===== src/rtl/surf_cmd_defs.sv =====
// Shared definitions for the SURF command scheduler: sizes, command record,
// dispatcher state encoding and the free-buffer priority encoder.
package surf_cmd_defs;

  localparam int NUM_BUFFERS   = 4;
  localparam int BUF_IDX_BITS  = 2;
  localparam int EVENT_ID_BITS = 32;
  localparam int CMD_BITS      = EVENT_ID_BITS + BUF_IDX_BITS;
  localparam int DONE_TIMEOUT  = 1023;
  localparam int TIMER_BITS    = 10;
  localparam int DROP_CNT_BITS = 16;
  // Holds 0..NUM_BUFFERS+1 (full queue plus one in flight).
  localparam int PEND_BITS     = 3;

  typedef enum logic [1:0] {
    ST_IDLE      = 2'd0,
    ST_ISSUE     = 2'd1,
    ST_WAIT_DONE = 2'd2
  } sched_state_t;

  typedef struct packed {
    logic [EVENT_ID_BITS-1:0] event_id;
    logic [BUF_IDX_BITS-1:0]  buffer;
  } cmd_t;

  // Lowest-index clear bit of the busy mask; returns 0 when all are set,
  // so callers must qualify the result with a separate "any free" test.
  function automatic logic [BUF_IDX_BITS-1:0] first_free(
    input logic [NUM_BUFFERS-1:0] mask
  );
    logic [BUF_IDX_BITS-1:0] idx;
    idx = '0;
    for (int i = NUM_BUFFERS - 1; i >= 0; i--) begin
      if (!mask[i]) idx = BUF_IDX_BITS'(i);
    end
    return idx;
  endfunction

endpackage


===== src/rtl/surf_cmd_fifo.sv =====
// Four-entry first-word-fall-through command queue with occupancy count.
// head_o is valid whenever empty_o is low; a pop consumes it at the edge.
// Push into a full queue and pop from an empty queue are ignored.
module surf_cmd_fifo
  import surf_cmd_defs::*;
(
  input  logic                 clk_i,
  input  logic                 rst_n_i,
  input  logic                 push_i,
  input  cmd_t                 push_data_i,
  input  logic                 pop_i,
  output cmd_t                 head_o,
  output logic                 empty_o,
  output logic [PEND_BITS-1:0] count_o
);

  cmd_t                    mem [NUM_BUFFERS];
  logic [BUF_IDX_BITS-1:0] wr_ptr_q;
  logic [BUF_IDX_BITS-1:0] rd_ptr_q;
  logic [PEND_BITS-1:0]    count_q;
  logic                    do_push;
  logic                    do_pop;

  assign do_push = push_i && (count_q != PEND_BITS'(NUM_BUFFERS));
  assign do_pop  = pop_i && (count_q != '0);

  // Storage needs no reset; only pointers and count define validity.
  always_ff @(posedge clk_i) begin
    if (do_push) mem[wr_ptr_q] <= push_data_i;
  end

  // Pointer and occupancy tracking; simultaneous push and pop keep the count.
  always_ff @(posedge clk_i) begin
    if (!rst_n_i) begin
      wr_ptr_q <= '0;
      rd_ptr_q <= '0;
      count_q  <= '0;
    end else begin
      if (do_push) wr_ptr_q <= wr_ptr_q + 1'b1;
      if (do_pop)  rd_ptr_q <= rd_ptr_q + 1'b1;
      case ({do_push, do_pop})
        2'b10:   count_q <= count_q + 1'b1;
        2'b01:   count_q <= count_q - 1'b1;
        default: count_q <= count_q;
      endcase
    end
  end

  assign head_o  = mem[rd_ptr_q];
  assign empty_o = (count_q == '0);
  assign count_o = count_q;

endmodule


===== src/rtl/surf_cmd_scheduler.sv =====
// SURF command scheduler: allocates a digitizer buffer per trigger, queues
// {event_id, buffer} commands and dispatches them one at a time to the
// serializer.
// Serializer handshake: cmd_start_o is a one-cycle pulse that launches the
// command shown on cmd_event_id_o/cmd_buffer_o; those stay stable until the
// command retires on a cmd_done_i pulse (or on timeout). cmd_done_i outside
// WAIT_DONE has no effect and start is never retried.
module surf_cmd_scheduler
  import surf_cmd_defs::*;
(
  input  logic                     clk_i,
  input  logic                     rst_n_i,
  input  logic                     trig_i,
  input  logic [EVENT_ID_BITS-1:0] trig_event_id_i,
  output logic                     trig_accepted_o,
  output logic                     trig_dropped_o,
  input  logic [NUM_BUFFERS-1:0]   buffer_release_i,
  output logic                     cmd_start_o,
  output logic [EVENT_ID_BITS-1:0] cmd_event_id_o,
  output logic [BUF_IDX_BITS-1:0]  cmd_buffer_o,
  input  logic                     cmd_done_i,
  output logic [NUM_BUFFERS-1:0]   buffers_busy_o,
  output logic [PEND_BITS-1:0]     pending_o,
  output logic [DROP_CNT_BITS-1:0] dropped_count_o,
  output logic                     timeout_err_o
);

  sched_state_t             state_q;
  sched_state_t             state_d;
  logic [NUM_BUFFERS-1:0]   busy_q;
  logic [TIMER_BITS-1:0]    timer_q;
  logic [DROP_CNT_BITS-1:0] drop_cnt_q;
  logic                     timeout_err_q;
  logic                     cmd_start_q;
  cmd_t                     cmd_q;
  logic                     trig_acc_q;
  logic                     trig_drop_q;

  cmd_t                     fifo_head;
  cmd_t                     push_cmd;
  logic                     fifo_empty;
  logic [PEND_BITS-1:0]     fifo_count;
  logic                     fifo_pop;
  logic                     timer_clr;
  logic                     timeout_hit;

  logic                     has_free;
  logic                     queue_full;
  logic                     accept;
  logic                     drop;
  logic [BUF_IDX_BITS-1:0]  alloc_idx;
  logic [NUM_BUFFERS-1:0]   alloc_bit;

  // Allocation works on the registered (pre-release) mask. A queue-full
  // guard covers the case where releases of still-queued buffers let more
  // triggers in than the queue can hold; such triggers are dropped.
  always_comb begin
    has_free   = ~&busy_q;
    queue_full = (fifo_count == PEND_BITS'(NUM_BUFFERS));
    alloc_idx  = first_free(busy_q);
    accept     = trig_i && has_free && !queue_full;
    drop       = trig_i && !accept;
    alloc_bit  = '0;
    if (accept) alloc_bit = NUM_BUFFERS'(1) << alloc_idx;
    push_cmd   = '{event_id: trig_event_id_i, buffer: alloc_idx};
  end

  surf_cmd_fifo u_fifo (
    .clk_i       (clk_i),
    .rst_n_i     (rst_n_i),
    .push_i      (accept),
    .push_data_i (push_cmd),
    .pop_i       (fifo_pop),
    .head_o      (fifo_head),
    .empty_o     (fifo_empty),
    .count_o     (fifo_count)
  );

  // Dispatcher state register.
  always_ff @(posedge clk_i) begin
    if (!rst_n_i) state_q <= ST_IDLE;
    else          state_q <= state_d;
  end

  // Dispatcher next state; done wins over a coincident timeout.
  always_comb begin
    state_d = state_q;
    case (state_q)
      ST_IDLE:      if (!fifo_empty) state_d = ST_ISSUE;
      ST_ISSUE:     state_d = ST_WAIT_DONE;
      ST_WAIT_DONE: begin
        if (cmd_done_i)                                     state_d = ST_IDLE;
        else if (timer_q == TIMER_BITS'(DONE_TIMEOUT - 1)) state_d = ST_IDLE;
      end
      default:      state_d = ST_IDLE;
    endcase
  end

  // Dispatcher outputs: pop on leaving IDLE, timer clear in ISSUE, and the
  // timeout event on the last allowed WAIT_DONE cycle (the timer counts the
  // WAIT_DONE cycles already spent, so 1022 here is the 1023rd cycle).
  always_comb begin
    fifo_pop    = (state_q == ST_IDLE) && !fifo_empty;
    timer_clr   = (state_q == ST_ISSUE);
    timeout_hit = (state_q == ST_WAIT_DONE) && !cmd_done_i &&
                  (timer_q == TIMER_BITS'(DONE_TIMEOUT - 1));
  end

  // Registered command outputs, wait timer and sticky timeout flag.
  always_ff @(posedge clk_i) begin
    if (!rst_n_i) begin
      cmd_start_q   <= 1'b0;
      cmd_q         <= '0;
      timer_q       <= '0;
      timeout_err_q <= 1'b0;
    end else begin
      cmd_start_q <= fifo_pop;
      if (fifo_pop) cmd_q <= fifo_head;
      if (timer_clr)                       timer_q <= '0;
      else if (state_q == ST_WAIT_DONE)    timer_q <= timer_q + 1'b1;
      if (timeout_hit) timeout_err_q <= 1'b1;
    end
  end

  // Busy mask, trigger status pulses and saturating drop counter. A freshly
  // allocated bit cannot collide with a release because release of a clear
  // bit has no effect.
  always_ff @(posedge clk_i) begin
    if (!rst_n_i) begin
      busy_q      <= '0;
      trig_acc_q  <= 1'b0;
      trig_drop_q <= 1'b0;
      drop_cnt_q  <= '0;
    end else begin
      busy_q      <= (busy_q & ~buffer_release_i) | alloc_bit;
      trig_acc_q  <= accept;
      trig_drop_q <= drop;
      if (drop && (drop_cnt_q != '1)) drop_cnt_q <= drop_cnt_q + 1'b1;
    end
  end

  assign trig_accepted_o = trig_acc_q;
  assign trig_dropped_o  = trig_drop_q;
  assign cmd_start_o     = cmd_start_q;
  assign cmd_event_id_o  = cmd_q.event_id;
  assign cmd_buffer_o    = cmd_q.buffer;
  assign buffers_busy_o  = busy_q;
  assign pending_o       = fifo_count + PEND_BITS'(state_q != ST_IDLE);
  assign dropped_count_o = drop_cnt_q;
  assign timeout_err_o   = timeout_err_q;

endmodule


===== config.mk =====
export PLATFORM = sky130hd
export DESIGN_NAME = surf_cmd_scheduler
export DESIGN_NICKNAME = d
export VERILOG_FILES = /design/src/rtl/surf_cmd_defs.sv /design/src/rtl/surf_cmd_fifo.sv /design/src/rtl/surf_cmd_scheduler.sv
export SDC_FILE = /design/constraint.sdc
export NUM_CORES = 1
export LEC_CHECK = 0
export BUFFER_PORTS_ARGS = -buffer_cell sky130_fd_sc_hd__clkbuf_2
export CAP_MARGIN = 20
export CORE_ASPECT_RATIO = 0.7
export CORE_MARGIN = 2
export CORE_UTILIZATION = 42
export DETAILED_ROUTE_END_ITERATION = 10
export PLACE_DENSITY = 0.71
export SLEW_MARGIN = 20
export SYNTH_ARGS = -nofsm -noshare
export SYNTH_HDL_FRONTEND = slang
export SYNTH_SLANG_ARGS = --single-unit

===== constraint.sdc =====
create_clock -name clk_i -period 2.7 [get_ports clk_i]
set_input_delay 0.135 -clock clk_i [delete_from_list [all_inputs] [get_ports clk_i]]
set_output_delay 0.135 -clock clk_i [all_outputs]
set_load 0.005 [all_outputs]

**After elaboration in Yosys (flattened, before gate mapping)**

Memory sizes are Yosys's and may differ from the RTL's. A register that Yosys moved wholly into a read port is not among the register bits.
Cells that the tools add are included.

- Flip-flop bits (word level): 43
- Memories kept: 1
- Logic and storage cells: 69
- Output and inout bits: 61
- Memory bits (writable): 136

Memories:

| name | depth | width | read ports | clocked after Yosys merged registers in | wr ports | RTL line | text |
|---|---|---|---|---|---|---|---|
| u_fifo.mem | 4 | 34 | 1 | 1 | 1 | surf_cmd_fifo.sv:17 | `cmd_t mem [NUM_BUFFERS];` |

- Bitwise logic cells: 4
- Multiplexer cells: 12
- Reductions and logical operators: 23
- Equal/unequal tests: 10
- Add/sub/neg operators: 7
- Shifts and indexed selects: 1

Operators by type and width:

| operator | count |
|---|---|
| adder 16 x 1 -> 16 bit, second input constant | 1 |
| != test 16 bit, second input constant | 1 |
| two-way mux 2 bit | 7 |
| adder 10 x 1 -> 10 bit, second input constant | 1 |
| == test 10 bit, second input constant | 1 |
| logical AND 1 bit | 9 |
| zero test 1 bit | 6 |
| != test 3 bit, second input constant | 2 |
| case mux 2 bit (3 select lines) | 1 |
| case mux 3 bit (2 select lines) | 1 |
| adder 2 x 1 -> 2 bit, second input constant | 2 |
| AND 4 bit | 1 |
| == test 2 x 1 -> 1 bit, second input constant | 2 |
| == test 2 bit, second input constant | 2 |
| two-way mux 4 bit | 1 |
| inverter 4 bit | 1 |
| bitwise OR 4 bit | 1 |
| AND reduction 4 bit | 1 |
| nonzero test 2 bit | 2 |
| << shifter 1 x 2 -> 4 bit, first input constant | 1 |
| adder 3 x 1 -> 3 bit | 1 |
| adder 3 x 1 -> 3 bit, second input constant | 1 |
| == test 3 bit, second input constant | 1 |
| zero test 3 bit | 1 |
| 8 further kinds | 9 |

**Logic depth before layout (Yosys ltp)**

Gate-level depths: netlist of the first run.

- Depth in word-level cells: 7
- Gate-level depth with buffers: 11

**Hierarchy**

From an unflattened synthesis of the first run, not the netlist that was laid out.

- Cells, all modules: 582
- Area total of the unflattened synthesis: 8404.3 µm²

By module, submodules not included:

| module | cells each | seq. area each (µm²) | area an instance (µm²) | times used |
|---|---|---|---|---|
| surf_cmd_fifo | 231 | 4264.1 | 5441.5 | 1 |
| surf_cmd_scheduler | 351 | 1401.3 | 2962.8 | 1 |

**Worst setup path after synthesis of the first run**

Ideal clock, no wire load.

- Path type: flip-flop to flip-flop
- From: register u_fifo.count_q[0] (netlist: u_fifo.count_o[0])
- To: register u_fifo.count_q[2] (netlist: u_fifo.count_o[2])
- Data required time: 2.630 ns
- Path buffers: 2
- Arrival: 2.374 ns
- Stages on the path, launching flop included: 12
- Slack: 0.255 ns
- Cells stage by stage: dfxtp_1 -> nor3_1 -> nand2b_1 -> clkbuf_1 -> inv_2 -> buf_1 -> ha_1 -> inv_1 -> fa_1 -> xor2_1 -> or3_1 -> a21oi_1

- Longest elaborated chain between the ends: 6
- Elaborated cells on any way between the ends: 16
- Those cells by class: add/sub: 2; eq/ne: 4; mux: 1; reduce/logical: 9

RTL lines:

| item | RTL line | text |
|---|---|---|
| start: declaration | surf_cmd_fifo.sv:20 | `logic [PEND_BITS-1:0] count_q;` |
| start signal: assignment | surf_cmd_fifo.sv:42 | `2'b10: count_q <= count_q + 1'b1;` |
| start signal: assignment | surf_cmd_fifo.sv:43 | `2'b01: count_q <= count_q - 1'b1;` |
| start signal: assignment | surf_cmd_fifo.sv:44 | `default: count_q <= count_q;` |
| zero test 3 bit (*) | surf_cmd_fifo.sv:50 | `assign empty_o = (count_q == '0);` |
| zero test 1 bit (*) | surf_cmd_scheduler.sv:103 | `fifo_pop = (state_q == ST_IDLE) && !fifo_empty;` |
| logical AND 1 bit (*) | surf_cmd_scheduler.sv:103 |  |
| net fifo_pop | surf_cmd_scheduler.sv:43 | `logic fifo_pop;` |
| logical AND 1 bit (*) | surf_cmd_fifo.sv:25 | `assign do_pop = pop_i && (count_q != '0);` |
| == test 2 x 1 -> 1 bit / == test 2 bit (equally long branches) | surf_cmd_fifo.sv:41 | `case ({do_push, do_pop})` |
| case mux 3 bit (2 select lines) / nonzero test 2 bit (equally long branches) | -- |  |

Mark *: on every way through the listed nets, which the timed path passes. The rest lies on a longest branch.
A chain may end at the register's enable or synchronous reset.

**Final worst setup path of the first run**

- From: register u_fifo.count_q[0] (netlist: u_fifo.count_o[0])
- To: register u_fifo.count_q[2] (netlist: u_fifo.count_o[2])

- Longest elaborated chain between the ends: 6
- Elaborated cells on any way between the ends: 16
- Those cells by class: add/sub: 2; eq/ne: 4; mux: 1; reduce/logical: 9

RTL lines:

| item | RTL line |
|---|---|
| == test 3 bit / zero test 3 bit (equally long branches) | surf_cmd_scheduler.sv:59, surf_cmd_fifo.sv:50 |
| zero test 1 bit (on tied branches) | surf_cmd_scheduler.sv:61, surf_cmd_scheduler.sv:103 |
| logical AND 1 bit (on tied branches) | surf_cmd_scheduler.sv:61, surf_cmd_scheduler.sv:103 |
| logical AND 1 bit (on tied branches) | surf_cmd_fifo.sv:24, surf_cmd_fifo.sv:25 |
| == test 2 x 1 -> 1 bit / == test 2 bit (equally long branches) | surf_cmd_fifo.sv:41 |
| case mux 3 bit (2 select lines) / nonzero test 2 bit (equally long branches) | -- |

Several ways; a longest one is shown, not always the timed one.

==> summary.md, run 1 <==
| Metric | Value |
|---|---|
| Required time of the critical path | 3.10 ns |
| CP Cell Sequence | or3b_4 -> and3_2 -> inv_1 -> ha_1 -> inv_1 -> fa_1 -> xor2_1 -> or3_1 -> a21oi_1 |
| Crit-path slowest cell | or3b_4 |
| Worst Path Buf+Inv | 2 |
| Final hold viol count | 0 |
| Fin crit period | 2.60 ns |
| Total gr overflow | 0 |
| Critical path arrival | 3.00 ns |
| Synthesized area | 8230 um2 |
| PortBufs | 100 |
| Clock Pin Slew Worst Setup and Hold Paths | 0.06 ns |
| RR Endpoint | u_fifo.count_o[2]$_SDFFE_PN0P_ |
| Core footprint | 19100 um2 |
| Post-synth EDFFs | 136 |
| Die footprint | 20700 um2 |
| Global-route wire length before repair | 27200 um |
| CTS tree | yes |
| Hold endpoint | buffers_busy_o[0]$_SDFF_PN0_ |
| DR pass1 iterations | 5 |
| CTS Buffer Depth | 3 |
| CP top delay family | simple AND/OR/NAND/NOR gates |
| Post-synthesis sequential area ratio | 68.4% |
| Period utilisation layout | 96.3% |
| Worst hold path depth | 4 |
| TritonCTS Sinks | 213 |
| Clk root buf | clkbuf_16 |
| # IOs | 101 |
| Layout cell share with drive strength beyond 1 | 25.6% |
| Initial core utilization | 43.1% |
| Drt via density | 5.08 |
| Crit path from | u_fifo.count_o[0]$_SDFFE_PN0P_ |
| Num rows | 42 |
| Net Count, Synth | 633 |
| Initial antenna violation count | 1 |
| Die W | 171 um |
| Hold_sp | trig_i |
| Drt wl/cell | 17.1 um |
| Vias in the first global route | 5280 |
| Post-DP HPWL | 11000 um |
| Post-route core utilization | 52.8% |
| Fillers | 1587 |
| Max Cap Viol | 0 |
| Reg-to-Reg Start | u_fifo.count_o[0]$_SDFFE_PN0P_ |
| Hold WC Path Type | in2reg |
| H-Tree Depth | 1 |
| Largest net degree at the start of global routing | 37 |
| DRC | 0 |
| Final WL | 17100 um |
| Syn Area/Cell | 14.1 um2 |
| Worst skew pair latency | 0.49 ns |
| Initial DRC Count | 284 |
| Final setup vio count | 0 |
| Die H | 121 um |
| CTS Buf Count | 22 |
| Slew margin rel. | 36.4% |
| All-Layer GR Usage | 16.7% |
| CP Class | reg2reg |
| Outcome | finished clean |
| Worst vdd ir | 0.542 mV |
| Placed cell area | 9030 um2 |
| Startpoint types | flip-flop |
| Vias post-DR | 5104 |
| Synthesized instance count | 582 |
| Asr flop ratio synth | 0% |
| Final hold slack | 0.0548 ns |
| Area Overhead vs Synth | 22.4% |
| Main synth FF type | edfxtp_1 |
| Synth cell types | 47 |
| PwrDens | 902 nW/um2 |
| GPL Wtd Cong | 0.799 |
| Antenna-violating nets left | 0 |
| R2R depth | 9 |
| Layout Cell Area excl Fill | 10100 um2 |
| Fin. max-slew vios | 0 |
| Pleak | 0.00360 uW |
| Post-CTS Setup Inserts | 0 |
| Crit path max fanout | 7 |
| FMAX | 385 MHz |
| Flop2flop setup slack | 0.10 ns |
| Crit. End Element | flip-flop |
| Largest stage delay, worst path | 0.45 ns |
| Max Clock Skew | 0.00950 ns |
| Final #Nets | 774 |
| CP dominant cell by count | inv_1 |
| Worst Tran Pin Value | 0.954 ns |
| Warning count from the yosys run | 0 |
| Yosys reg bits | 213 |
-- sequential cells by signal, indices dropped and copies added (netlist names) --
signal,flops
timeout_err_o,1
dropped_count_o,16
u_fifo.rd_ptr_q,2
trig_dropped_o,1
cmd_event_id_o,32
u_fifo.wr_ptr_q,2
cmd_buffer_o,2
trig_accepted_o,1
state_q,2
buffers_busy_o,4
cmd_start_o,1
timer_q,10
u_fifo.count_o,3
u_fifo.mem,136
-- tightest hold or removal path, stage by stage --
cell and delay (ns):
clkbuf_2 0.12, nand2_1 0.07, mux2_2 0.14, nor2_1 0.03
-- final cells by class --
type	count	area [um2]	share of cell area, %
clock inverter	4	21.3	0.211
clock buffer	36	644	6.40
multi-input combinational	324	2430	24.1
inverter	14	52.6	0.522
antenna	1	2.50	0.0248
tap	264	330	3.28
timing repair buffer	148	966	9.59
sequential	213	5630	55.9
-- synthesized netlist by cell type, types with 2 or more instances --
| cell type | instances | area share (%) |
|---|---|---|
| clkbuf_1 | 22 | 1.0 |
| nor2_1 | 22 | 1.0 |
| mux2_2 | 3 | 0.41 |
| ha_1 | 10 | 1.5 |
| and2_1 | 7 | 0.53 |
| dfxtp_1 | 77 | 19 |
| nand2b_1 | 9 | 0.68 |
| a21oi_1 | 50 | 3.0 |
| and3_1 | 5 | 0.38 |
| nor3_1 | 2 | 0.12 |
| nand4_1 | 6 | 0.46 |
| nor4_1 | 7 | 0.53 |
| o21ai_0 | 5 | 0.30 |
| nand2_1 | 91 | 4.2 |
| nand3_1 | 15 | 0.91 |
| nor3b_1 | 2 | 0.18 |
| mux4_2 | 34 | 9.3 |
| or4_1 | 6 | 0.55 |
| or3_1 | 2 | 0.15 |
| buf_2 | 5 | 0.30 |
| mux2i_1 | 8 | 0.97 |
| edfxtp_1 | 136 | 50 |
| buf_1 | 3 | 0.14 |
| inv_1 | 12 | 0.55 |
| and4_1 | 6 | 0.64 |
| o31ai_1 | 6 | 0.55 |
| xor2_1 | 11 | 1.2 |
-- power by group --
group	switching [uW]	internal, uW	total [uW]	leakage (uW)
logic	1180	920	2100	0.00140
clock network	1160	1630	2780	0.000322
registers	284	3920	4210	0.00188
-- how the worst max path moves through the flow --
stage,to,depth (start not counted)
4_1_cts,u_fifo.count_o[2]$_SDFFE_PN0P_,9
5_1_grt,u_fifo.count_o[2]$_SDFFE_PN0P_,9
3_5_place_dp,u_fifo.count_o[2]$_SDFFE_PN0P_,9
3_3_place_gp,u_fifo.count_o[2]$_SDFFE_PN0P_,9
2_1_floorplan,u_fifo.count_o[2]$_SDFFE_PN0P_,11
6_report,u_fifo.count_o[2]$_SDFFE_PN0P_,9
-- cell families after synthesis --
kind of cell / synth area share (%)
buffers and inverters: 2.22
AO/OA/AOI/OAI: 4.68
AND/OR/NAND/NOR: 11.0
XOR/XNOR: 1.28
adder cells (fa/ha/maj): 1.76
flip-flops: 68.4
multiplexers: 10.7
-- cells in the final DEF, fill, tap and decap left out, drive strengths merged, types with 2 or more instances in the layout --
cell / instances
edfxtp: 136
clkbuf: 136
nand2: 91
dfxtp: 77
a21oi: 50
dlygate4sd3: 37
mux4: 34
nor2: 22
nand3: 15
inv: 15
xor2: 11
buf: 11
ha: 10
nand2b: 9
mux2i: 8
and2: 8
nor4: 7
nand4: 6
and4: 6
o31ai: 6
or4: 6
o21ai: 6
and3: 5
mux2: 3
clkinv: 3
nor3: 2
nor3b: 2
or3: 2
or3b: 2
-- through the flow --
stage               std cells  setup slack [ns]  total power, uW  TNS [ns]
floorplan                 582             0.255             5550         0
global placement          926             0.263             6280         0
detailed placement        926             0.104             6370         0
CTS                      1003            0.0864             9210         0
global route             1004          -0.00733             9580  -0.00733
finish                   1004             0.101             9090         0
-- metal layers --
metal | routed length [um] | vias up | share of wire, % | track usage, %
met2 | 8250 | 136 | 48 | 28.4
li1 | - | 2442 | - | -
met4 | 284 | 0 | 1.7 | 3.87
met5 | 0 | - | 0 | 0
met1 | 7580 | 2505 | 44 | 22.4
met3 | 1020 | 21 | 5.9 | 3.29
-- what timing repair did --
action / in CTS / in global routing
hold endpoints to repair: 133 / 0
resized for setup: 0 / 2
setup endpoints to repair: 0 / 1
hold buffers: 37 / 0
Power figures use the tool's default switching activity.
==> inputs of run 2 (changes only) <==
--- a/config.mk
+++ b/config.mk
@@ -9,9 +9,9 @@
 export CAP_MARGIN = 20
 export CORE_ASPECT_RATIO = 0.7
 export CORE_MARGIN = 2
-export CORE_UTILIZATION = 42
+export CORE_UTILIZATION = 45
 export DETAILED_ROUTE_END_ITERATION = 10
-export PLACE_DENSITY = 0.71
+export PLACE_DENSITY = 0.74
 export SLEW_MARGIN = 20
 export SYNTH_ARGS = -nofsm -noshare
 export SYNTH_HDL_FRONTEND = slang
==> run 2 against run 1 <==
  * Clock power about the same
  * Count of clock-buffer cells in the layout decreased by 5
  * Non-clock buffer count decreased by 5
  * Critical path depth unchanged
  * Hold slack got worse by 0.037 ns
  * Power about the same
  * First-iteration DRC count increased by 24%
  * Die area decreased by 6.5%
  * Register-to-register slack improved by 0.04 ns
  * Via count about the same
  * Core utilization increased by 2.8 points
  * Design area decreased by 0.82%
  * Largest cell class unchanged
  * Highest routed layer unchanged
==> summary.md, run 2 (synthesis gave the netlist of run 1 again) <==
| Metric | Value |
|---|---|
| Die H | 117 um |
| CP Class | reg2reg |
| Final hold slack | 0.0173 ns |
| # IOs | 101 |
| Hold endpoint | state_q[1]$_SDFFE_PN0P_ |
| Global-route wire length before repair | 27100 um |
| Setup total negative slack | 0 ns |
| Final WL | 17100 um |
| Placed Cells | 894 |
| Max Cap Viol | 0 |
| Worst Tran Pin Value | 0.975 ns |
| Core footprint | 18000 um2 |
| Required time of the critical path | 3.10 ns |
| Clk root buf | clkbuf_16 |
| Most frequent cells in the layout | 136 x edfxtp_1, 100 x clkbuf_2, 91 x nand2_1 |
| R2R depth | 9 |
| Pleak | 0.00358 uW |
| Hold WC Path Type | in2reg |
| Crit path max fanout | 7 |
| H-Tree Depth | 1 |
| Initial DRC Count | 351 |
| Startpoint types | flip-flop |
| Final setup vio count | 0 |
| Fin crit period | 2.56 ns |
| Period utilisation layout | 94.7% |
| Worst skew pair latency | 0.48 ns |
| Num rows | 41 |
| Clock Pin Slew Worst Setup and Hold Paths | 0.06 ns |
| Flop2flop setup slack | 0.14 ns |
| Initial core utilization | 45.8% |
| DRC | 0 |
| Drt wl/cell | 17.7 um |
| Drt via density | 5.29 |
| Max Clock Skew | 0.0167 ns |
| Vias post-DR | 5106 |
| DR pass1 iterations | 5 |
| Worst hold path depth | 4 |
| Fillers | 1453 |
| Largest net degree at the start of global routing | 37 |
| Most common cell after layout, fill and taps aside | edfxtp_1 |
| PortBufs | 100 |
| CTS Buffer Depth | 3 |
| Crit. End Element | flip-flop |
| GPL Wtd Cong | 0.794 |
| CTS tree | yes |
| Non-filler instance count after layout | 966 |
| Reg-to-Reg Start | u_fifo.count_o[2]$_SDFFE_PN0P_ |
| Die W | 166 um |
| Vias in the first global route | 5339 |
| Slew margin rel. | 35.0% |
| Total gr overflow | 0 |
| RR Endpoint | u_fifo.count_o[2]$_SDFFE_PN0P_ |
| Hold_sp | cmd_done_i |
| Final #Nets | 768 |
| All-Layer GR Usage | 17.6% |
| Unrepaired setup endpoints after global routing | false |
| Area Overhead vs Synth | 21.4% |
| FMAX | 391 MHz |
| CTS Buf Count | 21 |
| Fin. max-slew vios | 0 |
| Critical path arrival | 2.96 ns |
| Most flop-heavy register | u_fifo.mem |
| Antenna cells | 0 |
| Outcome | finished clean |
| Die footprint | 19400 um2 |
| Post-DP HPWL | 10500 um |
| Post-CTS Setup Inserts | 0 |
| PwrDens | 909 nW/um2 |
| Max reg flops | 136 |
| Post-route core utilization | 55.7% |
| Antenna-violating nets left | 0 |
| Layout cell share with drive strength beyond 1 | 25.6% |
| Final hold viol count | 0 |
| Worst vdd ir | 0.398 mV |
| Initial antenna violation count | 0 |
| TritonCTS Sinks | 213 |
## run 2: per-layer routing
layer	share of wire [%]	GRT usage (%)
met5	0	0
met3	4.6	3.43
met1	44	23.1
met4	1.4	4.58
met2	50	30.6
## run 2: report_power, final
| part | internal, uW | switching (uW) | leakage (uW) | total (uW) |
|---|---|---|---|---|
| Combinational | 902 | 1200 | 0.00138 | 2100 |
| Sequential | 3920 | 273 | 0.00188 | 4200 |
| Clock | 1660 | 1130 | 0.000330 | 2790 |
## run 2: layout make-up
| class | count | area, um2 | share of cell area (%) |
|---|---|---|---|
| sequential | 213 | 5630 | 56.3 |
| clock inverter | 5 | 50.0 | 0.501 |
| multi-input combinational | 324 | 2430 | 24.3 |
| timing repair buffer | 143 | 926 | 9.27 |
| tap | 236 | 295 | 2.95 |
| inverter | 14 | 52.6 | 0.526 |
| clock buffer | 31 | 613 | 6.13 |
## run 2: per-stage QoR
| stage | power [uW] | setup WS (ns) | instance area, um2 |
|---|---|---|---|
| finish | 9080 | 0.143 | 9990 |
| global route | 9570 | 0.0134 | 9990 |
| CTS | 9190 | 0.147 | 9990 |
| detailed placement | 6360 | 0.165 | 8970 |
| global placement | 6250 | 0.230 | 8970 |
| floorplan | 5550 | 0.255 | 8230 |
## run 2: how the worst max path moves through the flow
stage	startpoint	to	slack (ns)	cells after the start
4_1_cts	u_fifo.count_o[2]$_SDFFE_PN0P_	u_fifo.count_o[2]$_SDFFE_PN0P_	0.15	9
3_3_place_gp	u_fifo.count_o[2]$_SDFFE_PN0P_	u_fifo.count_o[2]$_SDFFE_PN0P_	0.23	9
3_5_place_dp	u_fifo.count_o[2]$_SDFFE_PN0P_	u_fifo.count_o[2]$_SDFFE_PN0P_	0.16	9
6_report	u_fifo.count_o[2]$_SDFFE_PN0P_	u_fifo.count_o[2]$_SDFFE_PN0P_	0.14	9
2_1_floorplan	u_fifo.count_o[0]$_SDFFE_PN0P_	u_fifo.count_o[2]$_SDFFE_PN0P_	0.26	11
5_1_grt	u_fifo.count_o[2]$_SDFFE_PN0P_	u_fifo.count_o[2]$_SDFFE_PN0P_	0.01	9
## run 2: worst max-delay path, stage by stage, from the launching register on
cell and delay (ns):
dfxtp_1 0.39, or3b_4 0.43, and3_1 0.26, inv_1 0.14, ha_1 0.22, inv_1 0.06, fa_1 0.37, xor2_1 0.16
or3_1 0.32, a21oi_1 0.14
## run 2: timing repair
action | CTS | global route
gates resized for setup | 0 | 0
hold buffers | 36 | 0
endpoints found under the setup margin | 0 | 0
hold endpoints to repair | 132 | 0
==> inputs of run 3 (changes only) <==
--- a/config.mk
+++ b/config.mk
@@ -5,6 +5,7 @@
 export SDC_FILE = /design/constraint.sdc
 export NUM_CORES = 1
 export LEC_CHECK = 0
+export ABC_AREA = 1
 export BUFFER_PORTS_ARGS = -buffer_cell sky130_fd_sc_hd__clkbuf_2
 export CAP_MARGIN = 20
 export CORE_ASPECT_RATIO = 0.7
==> run 3 against run 2 <==
  * Global-route usage rose by 0.93 points
  * Highest routed layer unchanged
  * Count of clock-buffer cells in the layout decreased by 1
  * Via count increased by 18%
  * Maximum frequency rose by 31%
  * Critical path depth is 2 higher
  * First-iteration DRC count increased by 14%
  * Non-clock buffer count increased by 6
  * Critical endpoint unchanged
==> summary.md, run 3 <==
| Metric | Value |
|---|---|
| Final hold slack | 0.0201 ns |
| Drt wl/cell | 15.5 um |
| Die W | 168 um |
| Most flop-heavy register | u_fifo.mem |
| CTS Buf Count | 21 |
| Synth cell count leaders | 181 x nor2_1, 136 x edfxtp_1, 99 x o21ai_0, 79 x nand2_1, 77 x dfxtp_1 |
| Net Count, Synth | 852 |
| Global-route wire length before repair | 29500 um |
| PwrDens | 886 nW/um2 |
| Main synth FF type | edfxtp_1 |
| Antenna cells | 0 |
| Post-CTS Setup Inserts | 0 |
| Warning count from the yosys run | 0 |
| Synth cell types | 38 |
| Vias in the first global route | 5685 |
| FMAX | 511 MHz |
| Worst vdd ir | 0.440 mV |
| Clk root buf | clkbuf_16 |
| GPL Wtd Cong | 0.838 |
| Count leader, synth | nor2_1 |
| Vias post-DR | 6021 |
| Fin crit period | 1.96 ns |
| CTS Buffer Depth | 3 |
| Period utilisation layout | 72.4% |
| Post-DP HPWL | 11200 um |
| Die footprint | 20000 um2 |
| Max reg flops | 136 |
| Num rows | 41 |
| Crit path max fanout | 5 |
| Hold WC Path Type | in2reg |
| Synth area leader | edfxtp_1 |
| Total gr overflow | 0 |
| Largest net degree at the start of global routing | 71 |
| Yosys reg bits | 213 |
| Max Clock Skew | 0.00916 ns |
| Layout cell share with drive strength beyond 1 | 19.1% |
| DR pass1 iterations | 5 |
| Clock Pin Slew Worst Setup and Hold Paths | 0.06 ns |
| Asr flop ratio synth | 0% |
| Area Overhead vs Synth | 21.1% |
| Power Total | 9090 uW |
| TritonCTS Sinks | 213 |
| CTS tree | yes |
| Worst Tran Pin Value | 0.768 ns |
| Initial antenna violation count | 0 |
| Core footprint | 18200 um2 |
| Unrepaired setup endpoints after global routing | false |
| Final WL | 18300 um |
| Initial core utilization | 46.5% |
| Outcome | finished clean |
| Synth top area cells | edfxtp_1 48%, dfxtp_1 18%, nor2_1 8.0% |
| Most frequent cells in the layout | 177 x nor2_1, 136 x edfxtp_1, 100 x clkbuf_2 |
| Drt via density | 5.08 |
| Post-synthesis sequential area ratio | 66.4% |
| All-Layer GR Usage | 18.5% |
| Required time of the critical path | 3.08 ns |
| Post-synth EDFFs | 136 |
| Antenna-violating nets left | 0 |
| Share of the synthesized area in the top cell type | 48.2% |
| Final hold viol count | 0 |
| Final #Nets | 985 |
| Critical path arrival | 2.33 ns |
| Die H | 119 um |
| Final setup vio count | 0 |
| Worst skew pair latency | 0.49 ns |
| Fillers | 1540 |
| PortBufs | 100 |
| Pleak | 0.00379 uW |
| Synthesized instance count | 801 |
| Fin. max-slew vios | 0 |
| Most common cell after layout, fill and taps aside | nor2_1 |
| Crit. End Element | flip-flop |
| Slew margin rel. | 48.8% |
| Setup total negative slack | 0 ns |
| Initial DRC Count | 399 |
| DRC | 0 |
| Startpoint types | flip-flop |
| Syn Area/Cell | 10.6 um2 |
| # IOs | 101 |
| CP Class | reg2reg |
| H-Tree Depth | 1 |
| Max Cap Viol | 0 |
| Synthesized area | 8470 um2 |
run 3: cell count changes after synthesis, moves of 8 or more:
| cell | change |
|---|---|
| inv_1 | +22 |
| nor2_1 | +159 |
| nand2_1 | -12 |
| a31oi_1 | +33 |
| o21ai_1 | +12 |
| a21oi_1 | -28 |
| mux2i_1 | -8 |
| a21oi_2 | +9 |
| o21ai_0 | +94 |
| nand2_2 | +9 |
| nand2b_1 | -9 |
| mux4_2 | -34 |
run 3: kinds of logic (layout without fill, tap and decap cells):
kind of cell,after synthesis,in the layout,synth area share [%]
buffers and inverters,79,227,3.91
AOI/OAI and AO/OA,185,185,12.3
DFF,213,213,66.4
adders and majority gates,11,11,1.71
and+or+nand+nor,302,302,14.5
xor gates and xnor gates,11,11,1.14
run 3: area by class of cell:
cell class                 count  area [um2]  share of cell area (%)
clock buffer                  30         589                    5.75
clock inverter                 8        40.0                   0.390
inverter                      40         150                    1.46
multi-input combinational    509        2540                    24.8
sequential                   213        5630                    54.9
tap                          236         295                    2.88
timing repair buffer         149        1010                    9.86
run 3: repair_timing:
action	in CTS	in global routing
hold buffers	37	0
hold endpoints to repair	134	0
resized for setup	0	0
run 3: layer usage:
layer	global-route usage, %	part of all wire (%)	vias to the layer above
li1	-	-	3036
met2	29.3	45	144
met3	3.15	4.7	29
met4	4.84	1.5	0
met1	26.6	49	2812
met5	0	0	-
run 3: critical path: stages (launching register included):
cell     delay, ns
dfxtp_1       0.40
nand2_1       0.11
inv_1         0.08
nand2_1       0.08
nand3_1       0.09
ha_1          0.15
inv_1         0.07
fa_1          0.38
a21oi_1       0.15
o21ai_0       0.11
o21ai_0       0.17
a21oi_1       0.06
run 3: worst paths after layout:
path / depth (start not counted) / endpoint / slack, ns / from
hold reg to reg: 2 / timeout_err_o$_SDFFE_PN0P_ / 0.45 / timeout_err_o$_SDFFE_PN0P_
setup / recovery: 11 / u_fifo.count_o[2]$_SDFFE_PN0P_ / 0.74 / buffers_busy_o[1]$_SDFF_PN0_
setup reg to reg: 11 / u_fifo.count_o[2]$_SDFFE_PN0P_ / 0.74 / buffers_busy_o[1]$_SDFF_PN0_
hold / removal: 4 / trig_dropped_o$_SDFF_PN0_ / 0.02 / trig_i
run 3: stage by stage:
step	instances	area, um2	setup WS [ns]	util [%]
CTS	1185	10300	0.753	56.3
detailed placement	1110	9260	0.781	50.8
global route	1185	10300	0.514	56.3
finish	1185	10300	0.745	56.3
global placement	1110	9260	0.833	50.8
floorplan	801	8470	0.0424	-
run 3: report_power, final:
group	leakage [uW]	switching (uW)	total (uW)	internal (uW)
logic	0.00160	1470	2230	763
clock network	0.000312	1160	2680	1520
registers	0.00188	241	4180	3940
